$ cat src/rtl/fifo_frame_unpacker.sv
// Read-side consumer of the prefetch FIFO: hunts for the sync word, unpacks one
// length-prefixed frame at a time and checks its 8-bit additive checksum.
module fifo_frame_unpacker #(
  parameter logic [7:0]  SYNC0    = 8'h55,
  parameter logic [7:0]  SYNC1    = 8'hAA,
  parameter int unsigned TIMEOUT  = 1024,
  parameter int unsigned ERRCNT_W = 16
) (
  input  logic                rd_clk,
  input  logic                rd_rst,
  input  logic                fifo_rd_vld,
  input  logic [7:0]          fifo_rd_data,
  output logic                fifo_rd_en,
  output logic                out_valid,
  input  logic                out_ready,
  output logic [7:0]          out_data,
  output logic                out_sof,
  output logic                out_eof,
  output logic                frame_done,
  output logic                frame_ok,
  output logic [ERRCNT_W-1:0] err_cnt
);

  localparam int unsigned    TMR_W    = (TIMEOUT > 2) ? $clog2(TIMEOUT) : 1;
  localparam logic [TMR_W-1:0] TMR_LAST = TMR_W'(TIMEOUT - 1);
  localparam bit             TMR_EN   = (TIMEOUT != 0);

  typedef enum logic [2:0] {ST_HUNT, ST_SYNC, ST_LEN, ST_PAY, ST_CKSUM} state_e;

  state_e              state_q, state_d;
  logic                run_q, run_d;
  logic                out_valid_q, out_valid_d;
  logic [7:0]          out_data_q, out_data_d;
  logic                out_sof_q, out_sof_d;
  logic                out_eof_q, out_eof_d;
  logic                frame_done_q, frame_done_d;
  logic                frame_ok_q, frame_ok_d;
  logic [ERRCNT_W-1:0] err_cnt_q, err_cnt_d;
  logic [7:0]          len_q, len_d;
  logic [7:0]          sum_q, sum_d;
  logic [7:0]          count_q, count_d;
  logic [TMR_W-1:0]    timer_q, timer_d;
  logic                pop_req;
  logic                take;
  logic                stall;
  logic                err_inc;

  // State register; run_q keeps pops off for the first cycle after reset
  always_ff @(posedge rd_clk) begin
    if (rd_rst) begin
      state_q      <= ST_HUNT;
      run_q        <= 1'b0;
      out_valid_q  <= 1'b0;
      out_data_q   <= '0;
      out_sof_q    <= 1'b0;
      out_eof_q    <= 1'b0;
      frame_done_q <= 1'b0;
      frame_ok_q   <= 1'b0;
      err_cnt_q    <= '0;
      len_q        <= '0;
      sum_q        <= '0;
      count_q      <= '0;
      timer_q      <= '0;
    end else begin
      state_q      <= state_d;
      run_q        <= run_d;
      out_valid_q  <= out_valid_d;
      out_data_q   <= out_data_d;
      out_sof_q    <= out_sof_d;
      out_eof_q    <= out_eof_d;
      frame_done_q <= frame_done_d;
      frame_ok_q   <= frame_ok_d;
      err_cnt_q    <= err_cnt_d;
      len_q        <= len_d;
      sum_q        <= sum_d;
      count_q      <= count_d;
      timer_q      <= timer_d;
    end
  end

  // Pop handshake, frame parser, output register and idle timeout
  always_comb begin
    pop_req      = (state_q == ST_PAY) ? (!out_valid_q || out_ready) : 1'b1;
    fifo_rd_en   = run_q && !rd_rst && pop_req;
    take         = fifo_rd_en && fifo_rd_vld;
    stall        = (state_q == ST_PAY) && out_valid_q && !out_ready;

    state_d      = state_q;
    run_d        = 1'b1;
    out_valid_d  = out_valid_q;
    out_data_d   = out_data_q;
    out_sof_d    = out_sof_q;
    out_eof_d    = out_eof_q;
    frame_done_d = 1'b0;
    frame_ok_d   = 1'b0;
    err_cnt_d    = err_cnt_q;
    len_d        = len_q;
    sum_d        = sum_q;
    count_d      = count_q;
    timer_d      = timer_q;
    err_inc      = 1'b0;

    if (out_valid_q && out_ready) begin
      out_valid_d = 1'b0;
      out_sof_d   = 1'b0;
      out_eof_d   = 1'b0;
    end

    // Backpressure freezes the timer so a slow sink never aborts a frame
    if (take) begin
      timer_d = '0;
    end else if (TMR_EN && (state_q != ST_HUNT) && !stall) begin
      if (timer_q == TMR_LAST) begin
        timer_d      = '0;
        frame_done_d = 1'b1;
        err_inc      = 1'b1;
        state_d      = ST_HUNT;
      end else begin
        timer_d = timer_q + TMR_W'(1);
      end
    end

    if (take) begin
      case (state_q)
        ST_HUNT: begin
          if (fifo_rd_data == SYNC0) state_d = ST_SYNC;
        end
        ST_SYNC: begin
          if (fifo_rd_data == SYNC1)      state_d = ST_LEN;
          else if (fifo_rd_data != SYNC0) state_d = ST_HUNT;
        end
        ST_LEN: begin
          if (fifo_rd_data == 8'h00) begin
            frame_done_d = 1'b1;
            err_inc      = 1'b1;
            state_d      = ST_HUNT;
          end else begin
            len_d   = fifo_rd_data;
            sum_d   = fifo_rd_data;
            count_d = 8'h00;
            state_d = ST_PAY;
          end
        end
        ST_PAY: begin
          out_data_d  = fifo_rd_data;
          out_valid_d = 1'b1;
          out_sof_d   = (count_q == 8'h00);
          out_eof_d   = (count_q == len_q - 8'd1);
          sum_d       = sum_q + fifo_rd_data;
          count_d     = count_q + 8'd1;
          if (count_q == len_q - 8'd1) state_d = ST_CKSUM;
        end
        ST_CKSUM: begin
          frame_done_d = 1'b1;
          frame_ok_d   = (fifo_rd_data == sum_q);
          err_inc      = (fifo_rd_data != sum_q);
          state_d      = ST_HUNT;
        end
        default: state_d = ST_HUNT;
      endcase
    end

    if (err_inc && (err_cnt_q != '1)) err_cnt_d = err_cnt_q + ERRCNT_W'(1);
  end

  assign out_valid  = out_valid_q;
  assign out_data   = out_data_q;
  assign out_sof    = out_sof_q;
  assign out_eof    = out_eof_q;
  assign frame_done = frame_done_q;
  assign frame_ok   = frame_ok_q;
  assign err_cnt    = err_cnt_q;

endmodule

$ cat config.mk
export PLATFORM = sky130hd
export DESIGN_NAME = fifo_frame_unpacker
export DESIGN_NICKNAME = d
export VERILOG_FILES = /design/src/rtl/fifo_frame_unpacker.sv
export SDC_FILE = /design/constraint.sdc
export NUM_CORES = 1
export LEC_CHECK = 0
export BUFFER_PORTS_ARGS = -buffer_cell sky130_fd_sc_hd__buf_4
export CAP_MARGIN = 0
export CORE_ASPECT_RATIO = 1.25
export CORE_MARGIN = 2
export CORE_UTILIZATION = 58
export CTS_CLUSTER_DIAMETER = 80
export DETAILED_ROUTE_END_ITERATION = 12
export PLACE_DENSITY = 0.86
export SYNTH_ARGS = -nofsm -noshare
export SYNTH_HDL_FRONTEND = slang
export SYNTH_SLANG_ARGS = --single-unit
export TNS_END_PERCENT = 30
$ cat constraint.sdc
create_clock -name rd_clk -period 2.7 [get_ports rd_clk]
set_input_delay 0.135 -clock rd_clk [delete_from_list [all_inputs] [get_ports rd_clk]]
set_output_delay 0.135 -clock rd_clk [all_outputs]
set_load 0.02 [all_outputs]
==> flow_summary.toml, run 1 <==
[outcome]
status = "finished, final reports clean"

[routing]
drt_iter0_markers = 197
wire_per_inst_microns = 15.9
via_count = 3396
ant_nets = 0
drt-vias-per-instance = 5.96
postRouteWirelength_mm = 9.05
drc_errors = 0
drtPass1Iterations = 5

[timing]
final_period_minus_worst_setup_slack_ps = 2370
report.final.hold_viol_count = 0
timing_max_transition_violations_final = 0
clock.fmax_mhz = 421
grt_setup_unrepaired = "false"
hold_slack_ps = 78.6
setup_viol = 0
tightestPinTransition_ps = 639
layout_worst_path_cycle_share_pct = 87.9
finClkSkew_ps = 11.0
timing.max_slew.rel_slack_pct = 57.1
sum_neg_setup_slack_ps = 0

[critical_path]
worst_path_fanout_max = 5
worst_setup_path_startpoint = "sum_q[5]$_SDFFE_PP0P_"
worstSetupPathType = "reg2reg"
worst-endpoint-arrival_ps = 2600
worstSetupStartpointType = "register"
endpoint_kind = "register"
worstPathRequired_ps = 2930
worst_r2r_startpoint = "sum_q[5]$_SDFFE_PP0P_"

[floorplanning]
dieWidth_microns = 74.5
fp.dieH_microns = 92.2
core.rowCount = 32
ioPinCount = 42
fp.dieArea_sq_um = 6870
core_area_sq_um = 6090
initial_utilization_pct = 59.3

[clocking]
cts_buffer_depth = 2
clk_latency_worst_skew_pair_ps = 360
cts.root.buffer_cell = "sky130_fd_sc_hd__clkbuf_8"
cts_resized = 0
htree_levels = 3
clock_sinks = 67
clk_transition_reported_paths_ps = 80
clock_tree_from_tritoncts = "yes"
cts_buffers = 9
number_of_buffers_inserted_for_hold_repair_after_clock_tree_synthesis = 0
post_cts_setup_buffers = 0

[grt]
groute.layer.met1.usage_pct = 33.8
grt_start_max_net_pins = 50
grt_first_pass_wirelength_mm = 15.0
top_usage_layer = "met2"
aggregate_global_route_resource_usage_pct = 28.1
grt_overflow = 0
globalRouteMet3Util_pct = 7.14
antenna_found_initial = 0
grt_pass1_vias = 3200
grt_use_met2_pct = 46.8

[synth]
synthesis.instances = 435
syn_nets = 460
yosys_register_bits = 67
synth_flop_cell = "sky130_fd_sc_hd__dfxtp_1"
synth.yosys.seq_area_share_pct = 37.2
synth_edf_count = 0
synthDistinctLibCells = 59
ys_async_sr_fraction_pct = 0
synth-warning-count = 0
synth_area_per_cell_sq_um = 8.29
post_synth_instance_area_sq_um = 3610

[power_and_ir_drop]
power_per_cell_area_nw_per_um2 = 465
worst_ir_drop_on_vdd_uv = 371
cellLeakagePower_uw = 0.00156

[final_layout]
syn2layout_area_growth_pct = 17.0
finish.cell_count_without_fillers = 570
postLayoutCoreUtil_pct = 69.3
drive_gt1_share_pct = 16.3
layout.nets = 505
antenna_cells_inserted = 0

[hold_path]
worst_hold_startpoint = "fifo_rd_data[5]"
timing.hold.worst.class = "in2reg"

[placed_design]
numPlacedInstances = 554
gp_congestion = 0.839
place.detailed.hpwl_mm = 6.45
port_buffers = 41

[flow_run]
cap_violations = 0
-- report_power, final --
group          internal (uW)  total, uW  switching, uW
Clock                    422        830            408
Sequential               994       1000           8.19
Combinational           48.2        131           82.6
-- synth_stat cells, types with 12 or more instances --
| library cell | number | area [sq um] |
|---|---|---|
| sky130_fd_sc_hd__clkbuf_1 | 12 | 45.0 |
| sky130_fd_sc_hd__dfxtp_1 | 67 | 1340 |
| sky130_fd_sc_hd__nand3_1 | 22 | 110 |
| sky130_fd_sc_hd__nor3_1 | 16 | 80.1 |
| sky130_fd_sc_hd__nor4_1 | 12 | 75.1 |
| sky130_fd_sc_hd__ha_1 | 12 | 150 |
| sky130_fd_sc_hd__nor2_1 | 53 | 199 |
| sky130_fd_sc_hd__xnor2_1 | 27 | 236 |
| sky130_fd_sc_hd__nand2_1 | 40 | 150 |
| sky130_fd_sc_hd__inv_1 | 12 | 45.0 |
| sky130_fd_sc_hd__a21oi_1 | 29 | 145 |
-- per-stage QoR --
step / total power (uW) / instance area (sq um) / setup WS (ps)
final: 1960 / 4220 / 327
after global placement: 1150 / 4030 / 483
after global routing: 2020 / 4220 / 186
after detailed placement: 1150 / 4030 / 418
after CTS: 1970 / 4220 / 399
after floorplan: 1100 / 3610 / 528
-- cell families (layout without fill, tap and decap cells) --
| kind of cell | count (synthesis) | in the layout | share of synthesized area, % |
|---|---|---|---|
| simple gates | 207 | 207 | 30.3 |
| compound gates | 71 | 71 | 12.6 |
| flops | 67 | 67 | 37.2 |
| xor+xnor | 37 | 37 | 8.99 |
| buf+inv | 29 | 79 | 3.16 |
| fa+ha+maj | 13 | 13 | 4.72 |
| mux | 11 | 11 | 3.09 |
-- flip-flops by register name (all words and copies together), names as in the netlist --
| signal | cells |
|---|---|
| err_cnt | 16 |
| timer_q | 10 |
| count_q | 8 |
| len_q | 8 |
| out_data | 8 |
| sum_q | 8 |
| state_q | 3 |
| frame_done | 1 |
| frame_ok | 1 |
| out_eof | 1 |
| out_sof | 1 |
| out_valid | 1 |
| run_q | 1 |
-- cells in the final DEF (no fill, tap or decap), types with 4 or more instances in the layout --
cell and count:
sky130_fd_sc_hd__o21ai_1 6, sky130_fd_sc_hd__or3_1 5, sky130_fd_sc_hd__xor2_1 10, sky130_fd_sc_hd__mux2i_1 10, sky130_fd_sc_hd__dfxtp_1 67, sky130_fd_sc_hd__nor3b_1 7
sky130_fd_sc_hd__buf_4 51, sky130_fd_sc_hd__and3_1 8, sky130_fd_sc_hd__a21o_1 4, sky130_fd_sc_hd__o21ai_0 7, sky130_fd_sc_hd__or2_2 4, sky130_fd_sc_hd__nand2_1 40
sky130_fd_sc_hd__xnor2_1 27, sky130_fd_sc_hd__ha_1 12, sky130_fd_sc_hd__nor2b_1 5, sky130_fd_sc_hd__a21oi_1 29, sky130_fd_sc_hd__nor4_1 12, sky130_fd_sc_hd__nand3_1 22
sky130_fd_sc_hd__nor3_1 16, sky130_fd_sc_hd__nor2_1 53, sky130_fd_sc_hd__clkbuf_8 9, sky130_fd_sc_hd__inv_1 12, sky130_fd_sc_hd__nand4_1 10
-- layer usage --
layer  vias up  share of wire, %
met1      1600                40
met2       139                51
li1       1642                 -
met4         0               1.9
met5         -                 0
met3        15               7.2
-- critical path, cell delays in order, from the launching register on --
cell                      delay (ps)
sky130_fd_sc_hd__dfxtp_1         330
sky130_fd_sc_hd__ha_1            340
sky130_fd_sc_hd__nor4_1          450
sky130_fd_sc_hd__a31oi_1         200
sky130_fd_sc_hd__nor3_1          540
sky130_fd_sc_hd__nor4_1          150
sky130_fd_sc_hd__xnor2_1         170
sky130_fd_sc_hd__nor2_1           60
-- cell type report --
cell class / count / area [sq um]
Inverter: 12 / 45.0
Sequential cell: 67 / 1340
Clock inverter: 7 / 68.8
Timing Repair Buffer: 51 / 383
Clock buffer: 9 / 124
Tap cell: 85 / 106
Fill cell: 497 / 1870
Multi-Input combinational cell: 339 / 2150
-- path summary, 6_finish.rpt --
path / end / slack (ps) / depth (start not counted)
max: err_cnt[14]$_SDFFE_PP0P_ / 330 / 7
min: sum_q[5]$_SDFFE_PP0P_ / 80 / 3
max reg2reg: err_cnt[14]$_SDFFE_PP0P_ / 330 / 7
min reg2reg: out_data[6]$_SDFFE_PP0P_ / 460 / 2
Note: power is estimated with default switching activity, not from simulation.
==> inputs of run 2 (changes only) <==
--- a/config.mk
+++ b/config.mk
@@ -7,12 +7,12 @@
 export LEC_CHECK = 0
 export BUFFER_PORTS_ARGS = -buffer_cell sky130_fd_sc_hd__buf_4
 export CAP_MARGIN = 0
-export CORE_ASPECT_RATIO = 1.25
+export CORE_ASPECT_RATIO = 1.4
 export CORE_MARGIN = 2
 export CORE_UTILIZATION = 58
 export CTS_CLUSTER_DIAMETER = 80
 export DETAILED_ROUTE_END_ITERATION = 12
-export PLACE_DENSITY = 0.86
+export PLACE_DENSITY = 0.9
 export SYNTH_ARGS = -nofsm -noshare
 export SYNTH_HDL_FRONTEND = slang
 export SYNTH_SLANG_ARGS = --single-unit
==> run 2 against run 1 <==
  * First-iteration DRC count up 11%
  * Register-to-register slack got worse by 100 ps
  * Sequential share of layout area down 0.066 points
  * Design area is 0.21% higher
  * Worst setup slack lost 100 ps
  * Sequential power about the same
  * Power is 5.4% higher
  * Clock power increased by 13%
==> flow_summary.toml, run 2 (synthesis results as in run 1) <==
[routing]
ant_nets = 0
via_count = 3403
drc_errors = 0
wire_per_inst_microns = 16.0
drtPass1Iterations = 4
postRouteWirelength_mm = 8.91
drt-vias-per-instance = 6.12
drt_iter0_markers = 219

[floorplanning]
fp.dieH_microns = 97.3
initial_utilization_pct = 58.9
core.rowCount = 34
core_area_sq_um = 6130
dieWidth_microns = 70.6
ioPinCount = 42
fp.dieArea_sq_um = 6870

[critical_path]
worstSetupPathType = "reg2reg"
worst_path_fanout_max = 7
critPathBufInv = 1
worst_path_max_delay_cell = "sky130_fd_sc_hd__nor4_1"
worstSetupStartpointType = "register"
path_delay_family = "simple AND/OR/NAND/NOR gates"
worst_setup_path_startpoint = "sum_q[5]$_SDFFE_PP0P_"
worst-endpoint-arrival_ps = 2700
worst_r2r_startpoint = "sum_q[5]$_SDFFE_PP0P_"
endpoint_kind = "register"
worstPathRequired_ps = 2920
critical_path.max_stage_delay_ps = 540
cp_cell_sequence = "ha_1 > nor4_1 > a31oi_1 > o32ai_2 > buf_4 > nor4_4 > nand3_1 > mux2_1"

[final_layout]
fillCellCount = 489
flip_flop_count_of_the_largest_register_after_layout = 16
antenna_cells_inserted = 0
syn2layout_area_growth_pct = 17.2
final_cell_area_sq_um = 4230
layout.nets = 504
drive_gt1_share_pct = 16.1
layout_common_cells = "67 x sky130_fd_sc_hd__dfxtp_1, 53 x sky130_fd_sc_hd__nor2_1, 50 x sky130_fd_sc_hd__buf_4"
mostFrequentLayoutCell = "sky130_fd_sc_hd__dfxtp_1"

[timing]
sum_neg_setup_slack_ps = 0
final_period_minus_worst_setup_slack_ps = 2470
finClkSkew_ps = 10.1
report.final.hold_viol_count = 0
grt_setup_unrepaired = "false"
setup_viol = 0
timing.max_slew.rel_slack_pct = 59.8
clock.fmax_mhz = 404
timing_max_transition_violations_final = 0
layout_worst_path_cycle_share_pct = 91.6
tightestPinTransition_ps = 599

[clocking]
clock_sinks = 67
number_of_buffers_inserted_for_hold_repair_after_clock_tree_synthesis = 0
clk_latency_worst_skew_pair_ps = 340
cts.root.buffer_cell = "sky130_fd_sc_hd__clkbuf_8"
clk_transition_reported_paths_ps = 70
cts_resized = 0
cts_buffers = 9
post_cts_setup_buffers = 0
htree_levels = 3
clock_tree_from_tritoncts = "yes"
cts_buffer_depth = 2

[grt]
grt_start_max_net_pins = 50
aggregate_global_route_resource_usage_pct = 27.1
grt_pass1_vias = 3397
grt_overflow = 0
antenna_found_initial = 0
grt_first_pass_wirelength_mm = 15.1

[placed_design]
gp_congestion = 0.903
port_buffers = 41
place.detailed.hpwl_mm = 6.47
dpl_cell_area_sq_um = 4000

[hold_path]
worst_hold_startpoint = "fifo_rd_data[5]"
timing.hold.worst.class = "in2reg"

[power_and_ir_drop]
power_per_cell_area_nw_per_um2 = 490
total_power_uw = 2070
worst_ir_drop_on_vdd_uv = 280
cellLeakagePower_uw = 0.00157

[outcome]
status = "finished, final reports clean"

[flow_run]
cap_violations = 0
==> run 2: cell count changes in the layout (fill, tap and decap cells not counted), sizes merged <==
| cell | previous run | this run |
|---|---|---|
| clkinv | 4 | 2 |
| buf | 51 | 50 |
| bufinv | 1 | 2 |
| inv | 12 | 13 |
==> run 2: area by class of cell <==
cell class / count / area [sq um] / area share (%)
Timing Repair Buffer: 50 / 375 / 8.88
Clock inverter: 7 / 101 / 2.40
Tap cell: 72 / 90.1 / 2.13
Sequential cell: 67 / 1340 / 31.7
Clock buffer: 9 / 124 / 2.93
Multi-Input combinational cell: 339 / 2150 / 50.9
Inverter: 12 / 45.0 / 1.07
==> run 2: power breakdown <==
group          leakage [uW]  internal (uW)  switching, uW
clock              0.000106            526            412
sequential         0.000540            994           8.34
combinational      0.000919           48.2           81.0
total               0.00157           1570            502
==> run 2: routing by layer <==
layer	up-vias	global-route usage, %	routed length (microns)	part of all wire (%)
li1	1632	-	-	-
met1	1613	29.2	3380	38
met2	122	47.2	4640	52
met4	0	16.7	396	4.4
met5	-	0	0	0
met3	36	6.02	495	5.6
==> run 2: per-stage QoR <==
step,hold slack (ps),utilization [%],cells,setup slack [ps]
global placement,411,65.3,540,456
CTS,69.3,69.0,556,283
floorplan,260,-,435,528
detailed placement,425,65.3,540,295
finish,77.1,69.0,556,227
global route,89.9,69.0,556,88.2
==> run 2: tightest hold or removal path, stage by stage <==
cell and delay [ps]:
sky130_fd_sc_hd__buf_4 120, sky130_fd_sc_hd__a32oi_1 60, sky130_fd_sc_hd__o21ai_1 60
==> run 2: worst paths after layout <==
path                                   end  slack [ps]  cells after the start
setup / recovery  err_cnt[13]$_SDFFE_PP0P_         230                      8
hold / removal       sum_q[5]$_SDFFE_PP0P_          80                      3
setup reg to reg  err_cnt[13]$_SDFFE_PP0P_         230                      8
hold reg to reg   out_data[7]$_SDFFE_PP0P_         460                      2
